**src/rtl/avst_pkt_accum_if.sv**
```systemverilog
// avst_pkt_accum_if: input and output stream signals of the packet accumulator
interface avst_pkt_accum_if #(
  parameter int DATA_W = 8,
  parameter int ACC_W = 16,
  parameter int CH_W = 2,
  parameter int LEN_W = 8
);
  logic [DATA_W-1:0] data_in;
  logic [CH_W-1:0] channel_in;
  logic end_in;
  logic mode_in;
  logic valid_in;
  logic ready_in;
  logic [ACC_W-1:0] data_out;
  logic [CH_W-1:0] channel_out;
  logic end_out;
  logic [LEN_W-1:0] len_out;
  logic ovf_out;
  logic valid_out;
  logic ready_out;
  logic err_out;
  modport master (
    output data_in, channel_in, end_in, mode_in, valid_in, ready_out,
    input ready_in, data_out, channel_out, end_out, len_out, ovf_out, valid_out, err_out
  );
  modport slave (
    input data_in, channel_in, end_in, mode_in, valid_in, ready_out,
    output ready_in, data_out, channel_out, end_out, len_out, ovf_out, valid_out, err_out
  );
endinterface

```
**src/rtl/avst_pkt_accum.sv**
```systemverilog
// avst_pkt_accum: multi-channel Avalon-ST packet accumulator with output FIFO
module avst_pkt_accum #(
  parameter int DATA_W = 8,
  parameter int ACC_W = 16,
  parameter int NUM_CH = 4,
  parameter int CH_W = 2,
  parameter int FIFO_DEPTH = 4,
  parameter int LEN_W = 8,
  parameter int SATURATE = 0
) (
  input logic clk,
  input logic reset,
  avst_pkt_accum_if.slave bus
);
  localparam int AW = $clog2(FIFO_DEPTH);
  localparam int NS = 1 << CH_W;
  typedef struct packed {
    logic [ACC_W-1:0] d;
    logic [CH_W-1:0] c;
    logic e;
    logic [LEN_W-1:0] l;
    logic o;
  } ent_t;
  // state slots cover the whole channel field; only legal channels are ever written
  logic [ACC_W-1:0] acc [NS];
  logic [LEN_W-1:0] len [NS];
  logic [NS-1:0] ovf, sop;
  ent_t mem [FIFO_DEPTH];
  logic [AW-1:0] wp, rp;
  logic [AW:0] cnt, cnt_nx;
  logic rdy, err, legal, take, push, pop, c, o;
  logic [CH_W-1:0] ch;
  logic [ACC_W-1:0] base, sum;
  logic [ACC_W:0] s;
  logic [LEN_W-1:0] l;
  always_comb begin
    ch = bus.channel_in;
    legal = 32'(ch) < NUM_CH;
    take = bus.valid_in & rdy & legal;
    push = take & (bus.end_in | bus.mode_in);
    pop = (cnt != '0) & bus.ready_out;
    base = sop[ch] ? '0 : acc[ch];
    s = {1'b0, base} + (ACC_W+1)'(bus.data_in);
    c = s[ACC_W];
    sum = (SATURATE != 0 && c) ? '1 : s[ACC_W-1:0];
    o = (!sop[ch] & ovf[ch]) | c;
    l = sop[ch] ? LEN_W'(1) : len[ch] + LEN_W'(len[ch] != '1);
    cnt_nx = cnt + (AW+1)'(push) - (AW+1)'(pop);
  end
  always_ff @(posedge clk or posedge reset) begin
    if (reset) begin
      for (int i = 0; i < NS; i++) begin
        acc[i] <= '0;
        len[i] <= '0;
      end
      for (int i = 0; i < FIFO_DEPTH; i++) mem[i] <= '0;
      ovf <= '0;
      sop <= '1;
      wp <= '0;
      rp <= '0;
      cnt <= '0;
      rdy <= 1'b0;
      err <= 1'b0;
    end else begin
      rdy <= cnt_nx != (AW+1)'(FIFO_DEPTH);
      err <= bus.valid_in & rdy & !legal;
      cnt <= cnt_nx;
      if (take) begin
        acc[ch] <= sum;
        len[ch] <= l;
        ovf[ch] <= o;
        sop[ch] <= bus.end_in;
      end
      if (push) begin
        mem[wp] <= '{d: sum, c: ch, e: bus.end_in, l: l, o: o};
        wp <= wp + 1'b1;
      end
      if (pop) rp <= rp + 1'b1;
    end
  end
  assign bus.ready_in = rdy;
  assign bus.err_out = err;
  assign bus.valid_out = cnt != '0;
  assign {bus.data_out, bus.channel_out, bus.end_out, bus.len_out, bus.ovf_out} = mem[rp];
endmodule

```
**src/flat_wrapper.sv**
```systemverilog
// flat-port wrapper written by rule: the top's interface ports become plain ports
module avst_pkt_accum_flat 
#(
  parameter int DATA_W = 8,
  parameter int ACC_W = 16,
  parameter int NUM_CH = 4,
  parameter int CH_W = 2,
  parameter int FIFO_DEPTH = 4,
  parameter int LEN_W = 8,
  parameter int SATURATE = 0
)
  (clk, reset, bus_data_in, bus_channel_in, bus_end_in, bus_mode_in, bus_valid_in, bus_ready_out, bus_ready_in, bus_data_out, bus_channel_out, bus_end_out, bus_len_out, bus_ovf_out, bus_valid_out, bus_err_out);
  avst_pkt_accum_if #(.DATA_W(DATA_W), .ACC_W(ACC_W), .CH_W(CH_W), .LEN_W(LEN_W)) bus_i ();
  input logic clk;
  input logic reset;
  input wire logic [$bits(bus_i.data_in)-1:0] bus_data_in;
  input wire logic [$bits(bus_i.channel_in)-1:0] bus_channel_in;
  input wire logic [$bits(bus_i.end_in)-1:0] bus_end_in;
  input wire logic [$bits(bus_i.mode_in)-1:0] bus_mode_in;
  input wire logic [$bits(bus_i.valid_in)-1:0] bus_valid_in;
  input wire logic [$bits(bus_i.ready_out)-1:0] bus_ready_out;
  output wire logic [$bits(bus_i.ready_in)-1:0] bus_ready_in;
  output wire logic [$bits(bus_i.data_out)-1:0] bus_data_out;
  output wire logic [$bits(bus_i.channel_out)-1:0] bus_channel_out;
  output wire logic [$bits(bus_i.end_out)-1:0] bus_end_out;
  output wire logic [$bits(bus_i.len_out)-1:0] bus_len_out;
  output wire logic [$bits(bus_i.ovf_out)-1:0] bus_ovf_out;
  output wire logic [$bits(bus_i.valid_out)-1:0] bus_valid_out;
  output wire logic [$bits(bus_i.err_out)-1:0] bus_err_out;
  assign bus_i.data_in = bus_data_in;
  assign bus_i.channel_in = bus_channel_in;
  assign bus_i.end_in = bus_end_in;
  assign bus_i.mode_in = bus_mode_in;
  assign bus_i.valid_in = bus_valid_in;
  assign bus_i.ready_out = bus_ready_out;
  assign bus_ready_in = bus_i.ready_in;
  assign bus_data_out = bus_i.data_out;
  assign bus_channel_out = bus_i.channel_out;
  assign bus_end_out = bus_i.end_out;
  assign bus_len_out = bus_i.len_out;
  assign bus_ovf_out = bus_i.ovf_out;
  assign bus_valid_out = bus_i.valid_out;
  assign bus_err_out = bus_i.err_out;
  avst_pkt_accum #(.DATA_W(DATA_W), .ACC_W(ACC_W), .NUM_CH(NUM_CH), .CH_W(CH_W), .FIFO_DEPTH(FIFO_DEPTH), .LEN_W(LEN_W), .SATURATE(SATURATE)) u_core (.clk(clk), .reset(reset), .bus(bus_i));
endmodule
```
**config.mk**
```make
export PLATFORM = sky130hd
export DESIGN_NAME = avst_pkt_accum_flat
export DESIGN_NICKNAME = d
export VERILOG_FILES = /design/src/rtl/avst_pkt_accum_if.sv /design/src/rtl/avst_pkt_accum.sv /design/src/flat_wrapper.sv
export SDC_FILE = /design/constraint.sdc
export NUM_CORES = 1
export LEC_CHECK = 0
export CAP_MARGIN = 40
export CORE_MARGIN = 2
export CORE_UTILIZATION = 34
export CTS_CLUSTER_SIZE = 30
export DETAILED_ROUTE_END_ITERATION = 7
export HOLD_SLACK_MARGIN = 0.15
export PLACE_DENSITY = 0.53
export SLEW_MARGIN = 15
export SYNTH_ARGS = -nofsm -noshare
export SYNTH_HDL_FRONTEND = slang
export SYNTH_SLANG_ARGS = --single-unit
```
**constraint.sdc**
```tcl
create_clock -name clk -period 6.32 [get_ports clk]
set_clock_uncertainty 0.1 [all_clocks]
set_input_delay 0.632 -clock clk [delete_from_list [all_inputs] [get_ports clk]]
set_output_delay 0.632 -clock clk [all_outputs]
set_load 0.01 [all_outputs]
```
-- Word level (Yosys, flattened, before mapping)
Index checks and enable logic that the tools add are counted.
- register bits: 224
- input port bits: 16
- logic and storage cells: 91
- reductions and logical operators: 5
- bitwise operators: 9
- muxes and demuxes: 28
- $lt $le $gt $ge: 7
- $add $sub $neg: 6
- eq/ne operators: 2
- operator list (cell ; count):
    112-bit bitwise mux ; 1
    28-bit 2-to-1 mux ; 3
    64-bit bitwise mux ; 1
    16-bit 2-to-1 mux ; 4
    28-bit binary-select mux with 2-bit select ; 1
    28-bit demux with 2-bit select ; 1
    16-bit binary-select mux with 2-bit select ; 1
    32-bit bitwise mux ; 1
    16-bit demux with 2-bit select ; 1
    8-bit 2-to-1 mux ; 4
    16-bit by 8-bit adder with 17-bit output ; 1
    8-bit binary-select mux with 2-bit select ; 1
    8-bit demux with 2-bit select ; 1
    3-bit greater-or-equal comparator, second input constant ; 3
    2-bit inverter with 3-bit output ; 3
    8-bit by 1-bit adder with 8-bit output ; 1
    4-bit bitwise mux ; 2
    8-bit != test, second input constant ; 1
    3-bit by 1-bit less-than comparator with 1-bit output, second input constant ; 2
    2-bit by 1-bit adder with 2-bit output, second input constant ; 2
    1-bit AND ; 4
    1-bit binary-select mux with 2-bit select ; 2
    3-bit by 1-bit adder with 3-bit output ; 1
    1-bit logical AND ; 3
    9 further kinds ; 12

-- Depth between registers and ports, before layout
Gate-level depths: netlist (run 1).
- depth after elaboration: 8
- mapped depth: 15
- depth with buffers taken out: 12

-- Worst setup path after synthesis (run 1)
Ideal clock, no wire load.
- path type: input -> register
- from: input bus_channel_in[0]
- to: register u_core.acc[25] in the netlist's numbering
- slack: 2.464 ns
- arrival: 3.614 ns
- path buffers: 4
- cell stages on the path: 12
- library setup time: 0.142 ns
- cells stage by stage: buf_6 -> buf_6 -> buf_2 -> buf_4 -> mux4_2 -> nor2b_1 -> ha_1 -> and2_1 -> a311oi_2 -> a21boi_0 -> xnor2_1 -> o31ai_1
- longest elaborated chain between the ends: 7
- elaborated cells between the ends (all ways): 14
- classes of those cells: add/sub (1); order compare (2); mux (9); bitwise (1); reduce/logical (1)
- ends and longest elaborated chain (what ; line ; source):
    start: declaration ; flat_wrapper.sv:17 ; input wire logic [$bits(bus_i.channel_in)-1:0] bus_channel_in;
    2-bit inverter with 3-bit output (not written as such) ; avst_pkt_accum.sv:42, avst_pkt_accum.sv:69 ;
    16-bit binary-select mux with 2-bit select ; avst_pkt_accum.sv:42 ; base = sop[ch] ? '0 : acc[ch];
    16-bit 2-to-1 mux (not written as such) (2 in series) ; avst_pkt_accum.sv:42 ;
    16-bit 2-to-1 mux ; avst_pkt_accum.sv:42 ;
    16-bit by 8-bit adder with 17-bit output ; avst_pkt_accum.sv:43 ; s = {1'b0, base} + (ACC_W+1)'(bus.data_in);
    64-bit bitwise mux * ; avst_pkt_accum.sv:69 ; acc[ch] <= sum;
    end signal: indexed assignment ; avst_pkt_accum.sv:69 ;
    end: declaration ; avst_pkt_accum.sv:25 ; logic [ACC_W-1:0] acc [NS];
Mark *: on every way between the ends. The rest lies on a longest branch, timed or not. The select of a mux whose other input is x is not followed.
A chain may end at the register's enable or synchronous reset.

-- Worst setup path after layout (run 1)
- from: input bus_channel_in[0]
- to: register u_core.mem[77] in the netlist's numbering
- longest elaborated chain between the ends: 7
- elaborated cells between the ends (all ways): 9
- classes of those cells: add/sub (1); mux (7); bitwise (1)
- ends and longest elaborated chain (what ; line ; source):
    2-bit inverter with 3-bit output (not written as such) ; avst_pkt_accum.sv:42 ;
    16-bit binary-select mux with 2-bit select ; avst_pkt_accum.sv:42 ;
    16-bit 2-to-1 mux (not written as such) (2 in series) ; avst_pkt_accum.sv:42 ;
    16-bit 2-to-1 mux * ; avst_pkt_accum.sv:42 ;
    16-bit by 8-bit adder with 17-bit output * ; avst_pkt_accum.sv:43 ;
    112-bit bitwise mux * ; avst_pkt_accum.sv:75 ; mem[wp] <= '{d: sum, c: ch, e: bus.end_in, l: l, o: o};
    end signal: indexed assignment ; avst_pkt_accum.sv:75 ;
    end: declaration ; avst_pkt_accum.sv:28 ; ent_t mem [FIFO_DEPTH];
Marks and branches as above.

==> key figures, run 1 <==
Run status
  • Status: complete, no violations

Power
  • P_leak: about 5.2 nW
  • Combinational power share: 0.335
  • Clock Power Share: 0.274
  • Int Pwr: about 0.0036 W
  • Power per cell area: 458 nW/um2
  • Sw Ratio: 0.334
  • Sw Pwr: around 0.0018 W
  • Max VDD drop: between 0.0002 and 0.00025 V
  • Sequential power share: 0.391

Setup path
  • Required time of the critical path: ~6.6 ns
  • Max incr delay on CP: approximately 0.64 ns
  • CP Cell Sequence: buf_2 > buf_4 > mux4_2 > nor2b_1 > ha_1 > and2_1 > a311oi_2 > a21boi_0 > xnor2_1 > o31ai_1
  • Slowest-stage cell, CP: xnor2_1
  • R2r endpoint: u_core.mem[24]
  • Critical Path Fanout Max: 22
  • Arr. time, crit path: approximately 4.3 ns
  • R2R cell count: 9
  • Critical path startpoint: bus_channel_in[0]
  • Crit path kind: in2reg
  • Crit end category: flop
  • Flop-to-flop setup slack: around 2.6 ns
  • CP startpoint kind: input port
  • Beginning of the worst register-to-register path: u_core.sop[3]

Yosys
  • Adder-Cell Fraction of Synth Area: 0.0235
  • Compound-Gate Fraction of Synth Area: 0.116
  • Yosys Warn Count: 0
  • Flops & latches, synth: between 200 and 250
  • Mean area per synthesized cell: approximately 11 um2
  • Synth cell types: 52
  • Syn Nets: between 900 and 1000
  • Post-synthesis cell count: between 900 and 1000
  • Post-Syn Area: about 10000 um2
  • Post-Synth Simple-Gate Area: 0.138
  • Ys flop type: dfrtp_1
  • Seq/Total Area, Yosys: 0.548
  • Fraction of synthesized cell area in xor and xnor cells: 0.0203
  • Ys async rst share: 1.00
  • Post-synth EDFFs: 0
  • Main combinational cell family by area after synthesis: simple AND/OR/NAND/NOR gates
  • Mux cell area share after synthesis: 0.124

Clock tree
  • CTS tree: yes
  • Clk sinks: 224
  • Post-CTS setup buffers: 0
  • Clock buffer count from CTS: 25
  • H-tree levels: 1
  • Cts hold-fix bufs: 0
  • Later-pin clock latency in the skew report: between 0.5 and 0.6 ns
  • Clock root buffer master: clkbuf_16
  • Max clock buf depth: 3
  • Reg clk slew, reported paths: roughly 0.060 ns
  • Resized cells post-CTS: 0

Route
  • Drc violations: 0
  • Via density: 4.90
  • Drt wl/cell: between 15 and 20 um
  • First drt pass iteration count: 4
  • DR iter-0 viols: 511
  • Via count: 6814
  • ANT nets after route: 0
  • Total Wirelength: ~24 mm

Floorplan
  • Ports: 47
  • Initial core utilization: 0.346
  • Die area: approximately 32000 um2
  • Die height: between 150 and 200 um
  • FP Rows: 63
  • Core ar.: between 20000 and 30000 um2
  • Chip width: about 180 um

Finish
  • Nets: 1018
  • Fill count: 2934
  • Multi-input logic area: ~4300 um2
  • Finished Cell Area: around 12000 um2
  • Fraction of layout cells with a size suffix above 1: 0.131
  • Synth-to-layout area growth: 16.0%
  • Reg area: 5610 um2
  • Diodes inserted: 0

Min path
  • Worst min-delay path startpoint: u_core.mem[12]
  • Hold path endpoint: u_core.mem[12]
  • Hold path depth: 2
  • Worst Hold Class: reg2reg

Global route
  • Overall routing resource usage: 0.156
  • First-pass GRT wire length: between 30 and 40 mm
  • Number of global-route vias before repair: roughly 7000
  • Grt ovf: 0
  • Initial antenna violation count: 0
  • Largest net degree at the start of global routing: between 150 and 200

Timing
  • Max Fclk: about 0.25 GHz
  • Fin crit share: 0.632
  • RSZ-0062 raised after global routing: no
  • Fin crit period: about 4 ns
  • # setup viols final: 0
  • Final hold viol count: 0
  • Pins Over Slew Limit: 0
  • Sum Neg Setup Slack: 0 ns
  • Slew headroom: 0.335
  • Worst slew pin tran: 0.998 ns

Placed design
  • Detailed Place HPWL: roughly 15 mm
  • Placed Area: 11000 um2
  • Port bufs: 45
  • Routability cong.: roughly 0.8

Flow run
  • Max-cap viol count: 0
routing by layer:
layer / track usage / up-vias / routed length (um)
met5: 0 / - / 0
met4: 0.0383 / 0 / 428
met3: 0.0191 / 29 / 689
met2: 0.252 / 82 / 10900
met1: 0.225 / 3366 / 11700
li1: - / 3337 / -
state kept, by name (all words and copies together), names as in the netlist:
| register | flops |
|---|---|
| u_core.len | 32 |
| u_core.bus.ready_in | 1 |
| u_core.sop | 4 |
| u_core.cnt | 3 |
| u_core.ovf | 4 |
| u_core.acc | 64 |
| u_core.rp | 2 |
| u_core.wp | 2 |
| u_core.mem | 112 |
how the worst max path moves through the flow:
stage                endpoint  slack [ns]  cells past startpoint
6_report       u_core.mem[77]        2.33                     10
5_1_grt        u_core.acc[27]        1.98                     11
4_1_cts        u_core.mem[24]        2.33                     10
3_5_place_dp   u_core.mem[24]        1.80                     10
3_3_place_gp   u_core.acc[44]        1.83                     10
2_1_floorplan  u_core.acc[25]        2.46                     12
logic make-up (layout without fill, tap and decap cells):
kind of cell | Yosys count | count (layout)
other cells | 1 | 1
xor+xnor | 22 | 22
buf+inv | 72 | 116
fa+ha+maj | 18 | 18
mux | 59 | 59
flops | 224 | 224
simple gates | 344 | 344
compound gates | 218 | 218
power groups by stage:
| stage | clock network [W] | registers, W | logic [W] |
|---|---|---|---|
| final | 0.00149 | 0.00213 | 0.00182 |
| after detailed placement | 0 | 0.00215 | 0.00184 |
| after floorplan | 0 | 0.00206 | 0.00127 |
| after CTS | 0.00153 | 0.00213 | 0.00184 |
| after global placement | 0 | 0.00214 | 0.00181 |
| after global routing | 0.00159 | 0.00218 | 0.00204 |
stage by stage:
stage / utilization / hold slack, ns / instances / power (W) / setup WS [ns]
after floorplan: - / 0.340 / 958 / 0.00333 / 2.46
after global placement: 0.372 / 0.354 / 1345 / 0.00396 / 1.83
after detailed placement: 0.372 / 0.360 / 1346 / 0.00399 / 1.80
after CTS: 0.401 / 0.371 / 1391 / 0.00550 / 2.33
after global routing: 0.401 / 0.386 / 1392 / 0.00582 / 1.98
final: 0.401 / 0.368 / 1392 / 0.00544 / 2.33
synth_stat cells, types with 2 or more instances:
master | number | share of area
ha_1 | 16 | 0.020
dfrtp_1 | 220 | 0.54
fa_1 | 2 | 0.0039
buf_4 | 2 | 0.0015
or3_1 | 2 | 0.0012
buf_2 | 3 | 0.0015
nor2b_1 | 10 | 0.0061
o21a_1 | 2 | 0.0015
a21boi_2 | 2 | 0.0022
nand3_1 | 4 | 0.0020
xnor2_1 | 11 | 0.0094
mux2i_1 | 3 | 0.0029
nor2_1 | 35 | 0.013
and4_1 | 2 | 0.0017
xor2_1 | 9 | 0.0077
a31oi_1 | 2 | 0.0012
mux4_1 | 2 | 0.0051
and2_1 | 11 | 0.0067
inv_1 | 10 | 0.0037
o21ai_1 | 3 | 0.0015
nand4_1 | 3 | 0.0018
mux4_2 | 51 | 0.11
or2_2 | 2 | 0.0012
nand2_1 | 268 | 0.098
a21oi_1 | 30 | 0.015
dfstp_2 | 4 | 0.010
clkbuf_1 | 45 | 0.016
o31ai_1 | 16 | 0.012
buf_1 | 7 | 0.0026
mux2_2 | 3 | 0.0033
buf_6 | 4 | 0.0044
o21ai_0 | 154 | 0.075
final cells by class:
| type | instances | share of cell area |
|---|---|---|
| clock buffer | 35 | 0.0609 |
| clock inverter | 10 | 0.0107 |
| inverter | 10 | 0.00348 |
| multi-input combinational | 662 | 0.364 |
| sequential | 224 | 0.472 |
| tap | 390 | 0.0411 |
| timing repair buffer | 61 | 0.0478 |
critical path: cells and delay by family:
family                     cells  cell delay, ns
xor gates and xnor gates       1            0.64
adders and majority gates      1            0.35
and+or+nand+nor                2            0.37
buffers and inverters          2            0.88
muxes                          1            0.56
AOI/OAI and AO/OA              3            0.80
cells in the final DEF, fill, tap and decap left out, drive strengths merged, types with 3 or more instances in the layout:
cell type,netlist,layout
a21oi,30,30
mux4,53,53
ha,16,16
clkinv,0,6
nand3,5,5
buf,16,17
clkdlybuf4s50,0,43
mux2i,3,3
clkbuf,46,36
o31ai,16,16
nor2b,10,10
bufinv,0,3
xnor2,12,12
nor2,35,35
xor2,10,10
nand2,268,268
dfrtp,220,220
inv,10,9
nand4,3,3
and2,11,11
o21ai,157,157
a21boi,3,3
mux2,3,3
dfstp,4,4
(Power assumes the default switching activity.)
==> run 2, diff against run 1 <==
--- a/config.mk
+++ b/config.mk
@@ -11,7 +11,7 @@
 export CTS_CLUSTER_SIZE = 30
 export DETAILED_ROUTE_END_ITERATION = 7
 export HOLD_SLACK_MARGIN = 0.15
-export PLACE_DENSITY = 0.53
+export PLACE_DENSITY = 0.51
 export SLEW_MARGIN = 15
 export SYNTH_ARGS = -nofsm -noshare
 export SYNTH_HDL_FRONTEND = slang
==> constraint.sdc (replaced) <==
create_clock -name clk -period 3.9 [get_ports clk]
set_clock_uncertainty 0.1 [all_clocks]
set_input_delay 0.39 -clock clk [delete_from_list [all_inputs] [get_ports clk]]
set_output_delay 0.39 -clock clk [all_outputs]
set_load 0.01 [all_outputs]
==> run 2 against run 1 <==
Register-to-register slack worse by 2.2 ns. Critical endpoint unchanged. Combinational power is 69% higher. Largest power group unchanged. Non-clock buffer count is 11 higher. Worst setup slack lost 1.9 ns.
==> key figures, run 2 (synthesized netlist as in run 1, its figures left out) <==
Finish
  • Max reg flops: 112 (unchanged)
  • Utilization after layout: 0.402 (+0.00160)
  • Fraction of layout cells with a size suffix above 1: 0.138 (+0.00760)
  • Biggest regs: u_core.mem x112, u_core.acc x64, u_core.len x32
  • Diodes inserted: 0 (unchanged)
  • Nets: 1029 (+1.1%)
  • Largest register by flop count: u_core.mem
  • Finished Cell Area: 11900 um2 (+0.40%)
  • Fill count: 2986 (+1.8%)
  • Commonest non-fill, non-tap cells in the layout: nand2_1, dfrtp_1, o21ai_0, mux4_2, clkdlybuf4s50_1
  • Synth-to-layout area growth: 16.4%
  • Most common cell after layout, fill and taps aside: nand2_1

Clock tree
  • Post-CTS setup buffers: 0 (unchanged)
  • Resized cells post-CTS: 0 (unchanged)
  • Clk sinks: 224 (unchanged)
  • CTS tree: yes
  • Cts hold-fix bufs: 0 (unchanged)
  • Later-pin clock latency in the skew report: 0.52 ns (about the same)
  • Clock buffer count from CTS: 25 (unchanged)
  • Reg clk slew, reported paths: 0.06 ns (about the same)
  • Max clock buf depth: 3 (unchanged)
  • H-tree levels: 1 (unchanged)
  • Clock root buffer master: clkbuf_16

Placed design
  • Routability cong.: 0.752 (-6.0%)
  • Port bufs: 45 (unchanged)
  • Detailed Place HPWL: 15.3 mm (+4.6%)
  • Placed Area: 11100 um2 (+1.2%)

Power
  • P_leak: 5.21 nW (+0.75%)
  • Max VDD drop: 0.000267 V (+28%)
  • Power per cell area: 733 nW/um2 (+60%)
  • Combinational power share: 0.352 (+0.017)
  • Int Pwr: 0.00577 W (+59%)
  • Clock Power Share: 0.256 (-0.018)
  • Sw Ratio: 0.340 (+0.00635)
  • Sequential power share: 0.392 (about the same)
  • Pwr Total: 0.00874 W (+61%)
  • Sw Pwr: 0.00297 W (+64%)

Timing
  • Slew headroom: 0.467 (+0.133)
  • Fin crit share: 0.878
  • Max Fclk: between 0.2 and 0.3 GHz
  • Worst slew pin tran: 0.797 ns (-0.201 ns)
  • Final hold viol count: 0 (unchanged)
  • Sum Neg Setup Slack: 0 ns (unchanged)
  • Pins Over Slew Limit: 0 (unchanged)
  • Fin crit period: between 3 and 4 ns
  • Tightest hold margin: 0.277 ns (-0.0915 ns)
  • # setup viols final: 0 (unchanged)
  • RSZ-0062 raised after global routing: no

Setup path
  • Largest delay share family, worst path: compound AO/OA/AOI/OAI gates
  • Critical Path Fanout Max: 8 (-64%)
  • Buf/Inv on CP: 1 (-1)
  • Slowest-stage cell, CP: xnor2_1
  • Crit end category: flop
  • CP startpoint kind: flop
  • CP Cell Sequence: mux4_2 > or2_2 > inv_1 > ha_1 > a21oi_1 > o21ai_0 > nand4_1 > a21boi_0 > xnor2_1 > o31ai_1
  • Max incr delay on CP: 0.61 ns (-0.03 ns)
  • Crit path kind: reg2reg
  • Arr. time, crit path: 3.69 ns (-0.57 ns)
  • Required time of the critical path: 4.16 ns (-2.43 ns)

Min path
  • Worst Hold Class: in2reg

Global route
  • Grt ovf: 0 (unchanged)
  • Overall routing resource usage: 0.159 (+0.00253)
  • First-pass GRT wire length: 39.4 mm (+1.5%)
  • Initial antenna violation count: 0 (unchanged)
  • Largest net degree at the start of global routing: 132 (-25%)
  • Number of global-route vias before repair: 6860 (-1.4%)

Floorplan
  • Die area: 31500 um2 (unchanged)
  • Chip width: 178 um (unchanged)
  • Initial core utilization: 0.346 (unchanged)
  • Die height: 178 um (unchanged)
  • Ports: 47 (unchanged)
  • Core ar.: 29600 um2 (unchanged)
  • FP Rows: 63 (unchanged)

Route
  • Via count: 6885 (+1.0%)
  • DR iter-0 viols: 403 (-21%)
  • First drt pass iteration count: 5 (+1)
  • ANT nets after route: 0 (unchanged)
  • Total Wirelength: 23.9 mm (+1.2%)
  • Via density: 4.91 (+0.32%)
  • Drc violations: 0 (unchanged)
  • Drt wl/cell: 17.1 um (+0.43%)

Run status
  • Status: complete, no violations

Flow run
  • Max-cap viol count: 0 (unchanged)
## run 2: worst reg2reg max path, cell delays in order (launching register included)
cell	delay, ns
dfstp_2	0.38
mux4_2	0.60
or2_2	0.37
inv_1	0.06
ha_1	0.21
a21oi_1	0.20
o21ai_0	0.22
nand4_1	0.24
a21boi_0	0.15
xnor2_1	0.61
o31ai_1	0.15
## run 2: power by group through the flow
stage                     clock, W  sequential, W  combinational, W
after floorplan                  0        0.00334           0.00206
after global placement           0        0.00345           0.00309
after detailed placement         0        0.00346           0.00313
after CTS                  0.00230        0.00343           0.00313
after global routing       0.00240        0.00352           0.00346
final                      0.00224        0.00342           0.00308
## run 2: stage by stage
step	setup slack, ns	std cells
after floorplan	0.286	958
after global placement	0.329	1357
after detailed placement	0.223	1358
after CTS	0.428	1402
after global routing	0.198	1402
final	0.475	1402
## run 2: worst paths after layout
kind                                        start              to  slack (ns)  cells past startpoint
worst max-delay path                u_core.sop[3]  u_core.mem[77]        0.48                     10
worst min-delay path            bus_channel_in[0]  u_core.mem[66]        0.28                      4
worst max register to register      u_core.sop[3]  u_core.mem[77]        0.48                     10
worst min register to register      u_core.sop[0]   u_core.sop[0]        0.37                      2
max in group asynchronous                   reset    u_core.rp[0]        2.75                      3
min in group asynchronous                   reset  u_core.mem[92]        0.30                      3
## run 2: layout make-up
class | count | area, um2 | area share
sequential | 224 | 5610 | 0.471
clock buffer | 37 | 741 | 0.0621
timing repair buffer | 72 | 691 | 0.0579
clock inverter | 7 | 35.0 | 0.00294
multi-input combinational | 662 | 4320 | 0.362
tap | 390 | 488 | 0.0409
inverter | 10 | 41.3 | 0.00346
## run 2: routing by layer
| metal | up-vias | part of all wire | track usage |
|---|---|---|---|
| li1 | 3371 | - | - |
| met1 | 3384 | 0.51 | 0.243 |
| met2 | 98 | 0.44 | 0.240 |
| met3 | 32 | 0.035 | 0.0216 |
| met4 | 0 | 0.015 | 0.0342 |
| met5 | - | 0 | 0 |
==> run 3, diff against run 2 <==
==> constraint.sdc (replaced) <==
create_clock -name clk -period 3.7 [get_ports clk]
set_clock_uncertainty 0.1 [all_clocks]
set_input_delay 0.37 -clock clk [delete_from_list [all_inputs] [get_ports clk]]
set_output_delay 0.37 -clock clk [all_outputs]
set_load 0.01 [all_outputs]
==> run 3 against run 2 <==
Critical path depth rose by 2. Register-to-register slack lost 0.13 ns. Combinational power increased by 6.8%. Maximum frequency up 2.1%. Non-clock buffer count up 4. Sequential power rose by 6%. Clock power grew 2%. Count of clock-buffer cells in the layout grew 5. Hold slack better by 0.012 ns. First-iteration DRC count is 15% higher. Sequential cell count is the same. Die area is the same. Largest power group unchanged. Critical path type unchanged.
==> key figures, run 3 (synthesized netlist as in run 1, its figures left out) <==
Setup path
  • Arr. time, crit path: 3.67 ns (-0.02 ns)
  • R2R cell count: 12 (+2)
  • CP startpoint kind: flop
  • R2r endpoint: u_core.acc[14]
  • Required time of the critical path: 4.02 ns (-0.14 ns)
  • Beginning of the worst register-to-register path: u_core.sop[3]
  • Critical path startpoint: u_core.sop[3]
  • Crit path to: u_core.acc[14]
  • Flop-to-flop setup slack: 0.35 ns (-0.13 ns)
  • Crit end category: flop
  • Critical Path Fanout Max: 28 (+20)
  • Crit path kind: reg2reg

Finish
  • Reg area: 5610 um2 (unchanged)
  • Most common cell after layout, fill and taps aside: nand2_1
  • Commonest non-fill, non-tap cells in the layout: nand2_1, dfrtp_1, o21ai_0, mux4_2, clkdlybuf4s50_1
  • Max reg flops: 112 (unchanged)
  • Largest register by flop count: u_core.mem
  • Diodes inserted: 0 (unchanged)
  • Synth-to-layout area growth: 16.9%
  • Multi-input logic area: 4320 um2 (unchanged)
  • Final Non-Filler Cells: 1404 (+0.14%)
  • Biggest regs: u_core.mem x112, u_core.acc x64, u_core.len x32
  • Fill count: 2932 (-1.8%)
  • Nets: 1033 (+0.39%)
  • Fraction of layout cells with a size suffix above 1: 0.134 (-0.00422)

Flow run
  • Max-cap viol count: 0 (unchanged)

Placed design
  • Detailed Place HPWL: 15.7 mm (+2.7%)
  • Port bufs: 45 (unchanged)
  • Placed cells: 1362 (+0.29%)
  • Pre-CTS setup slack: 0.0915 ns (-0.132 ns)
  • Routability cong.: 0.795 (+5.7%)

Floorplan
  • Core ar.: 29600 um2 (unchanged)
  • Die area: 31500 um2 (unchanged)
  • Die height: 178 um (unchanged)
  • Ports: 47 (unchanged)
  • Chip width: 178 um (unchanged)
  • Initial core utilization: 0.346 (unchanged)
  • FP Rows: 63 (unchanged)

Timing
  • Max Fclk: 0.298 GHz (+2.1%)
  • Pins Over Slew Limit: 0 (unchanged)
  • # setup viols final: 0 (unchanged)
  • Sum Neg Setup Slack: 0 ns (unchanged)
  • Fin crit period: 3.35 ns (-0.0716 ns)
  • Fin crit share: 0.906 (+0.0281)
  • RSZ-0062 raised after global routing: no
  • Final worst slack: 0.347 ns (-0.128 ns)
  • Final hold viol count: 0 (unchanged)
  • Worst slew pin tran: 0.850 ns (+0.0531 ns)
  • Slew headroom: 0.429 (-0.0385)

Power
  • Max VDD drop: 0.000323 V (+21%)
  • P_leak: 5.21 nW (+0.16%)
  • Power per cell area: 768 nW/um2 (+4.8%)

Clock tree
  • Cts hold-fix bufs: 0 (unchanged)
  • Reg clk slew, reported paths: 0.06 ns (about the same)
  • Post-CTS setup buffers: 0 (unchanged)
  • Clock root buffer master: clkbuf_16
  • Clk sinks: 224 (unchanged)
  • Resized cells post-CTS: 0 (unchanged)
  • CTS tree: yes
  • Later-pin clock latency in the skew report: 0.51 ns (about the same)
  • Max clock buf depth: 3 (unchanged)
  • H-tree levels: 1 (unchanged)
  • Clock buffer count from CTS: 25 (unchanged)

Route
  • Drc violations: 0 (unchanged)
  • ANT nets after route: 0 (unchanged)
  • Via count: 6806 (-1.1%)
  • DR iter-0 viols: 462 (+15%)
  • Via density: 4.85 (-1.3%)
  • Total Wirelength: 24.1 mm (+0.92%)
  • Drt wl/cell: 17.2 um (+0.77%)
  • First drt pass iteration count: 4 (-1)

Global route
  • Grt ovf: 0 (unchanged)
  • Initial antenna violation count: 1 (+1)
  • Largest net degree at the start of global routing: 152 (+15%)
  • Overall routing resource usage: 0.160 (+0.000580)
  • Number of global-route vias before repair: 6959 (+1.4%)
  • First-pass GRT wire length: 39.4 mm (about the same)

Min path
  • Worst Hold Class: in2reg

Run status
  • Status: complete, no violations
run 3: cell count changes in the layout (fill, tap and decap cells not counted), sizes merged:
cell	before	now
buf	29	33
clkinv	7	0
clkbuf	37	42
run 3: worst max-delay path, stage by stage (launching register included):
cell	delay (ns)
dfstp_2	0.38
mux4_2	0.48
buf_4	0.25
nor2b_1	0.14
ha_1	0.18
inv_1	0.06
fa_1	0.40
nor2b_1	0.16
o31a_1	0.22
o21a_1	0.25
nand3_1	0.12
mux2_2	0.38
a21oi_1	0.16
run 3: layout make-up:
class	count	share of cell area
Multi-Input combinational cell	662	0.361
Sequential cell	224	0.469
Inverter	10	0.00345
Tap cell	390	0.0408
Timing Repair Buffer	76	0.0636
Clock buffer	42	0.0626
run 3: through the flow:
stage | total power (W) | hold slack, ns | area, um2 | utilization
floorplan | 0.00570 | 0.340 | 10200 | -
global placement | 0.00696 | 0.356 | 11200 | 0.378
detailed placement | 0.00699 | 0.363 | 11200 | 0.379
CTS | 0.00933 | 0.265 | 12000 | 0.404
global route | 0.00986 | 0.311 | 12000 | 0.404
finish | 0.00919 | 0.289 | 12000 | 0.404
run 3: worst min path at each step:
stage / from / end / cells past startpoint
global route: bus_channel_in[0] / u_core.mem[38] / 4
detailed placement: u_core.mem[66] / u_core.mem[66] / 2
CTS: bus_channel_in[0] / u_core.mem[10] / 4
global placement: u_core.acc[11] / u_core.acc[11] / 2
finish: bus_channel_in[0] / u_core.mem[38] / 4
floorplan: u_core.mem[38] / u_core.mem[38] / 2
run 3: report_power, final:
group	switching [W]	internal, W
clock	0.000929	0.00136
combinational	0.00178	0.00151
sequential	0.000390	0.00322
total	0.00310	0.00609
run 3: metal layers:
metal	wire [um]	track usage	share of wire
met5	7	0	0.00029
met4	254	0.0294	0.011
met3	866	0.0263	0.036
met2	10900	0.247	0.45
met1	12100	0.238	0.50
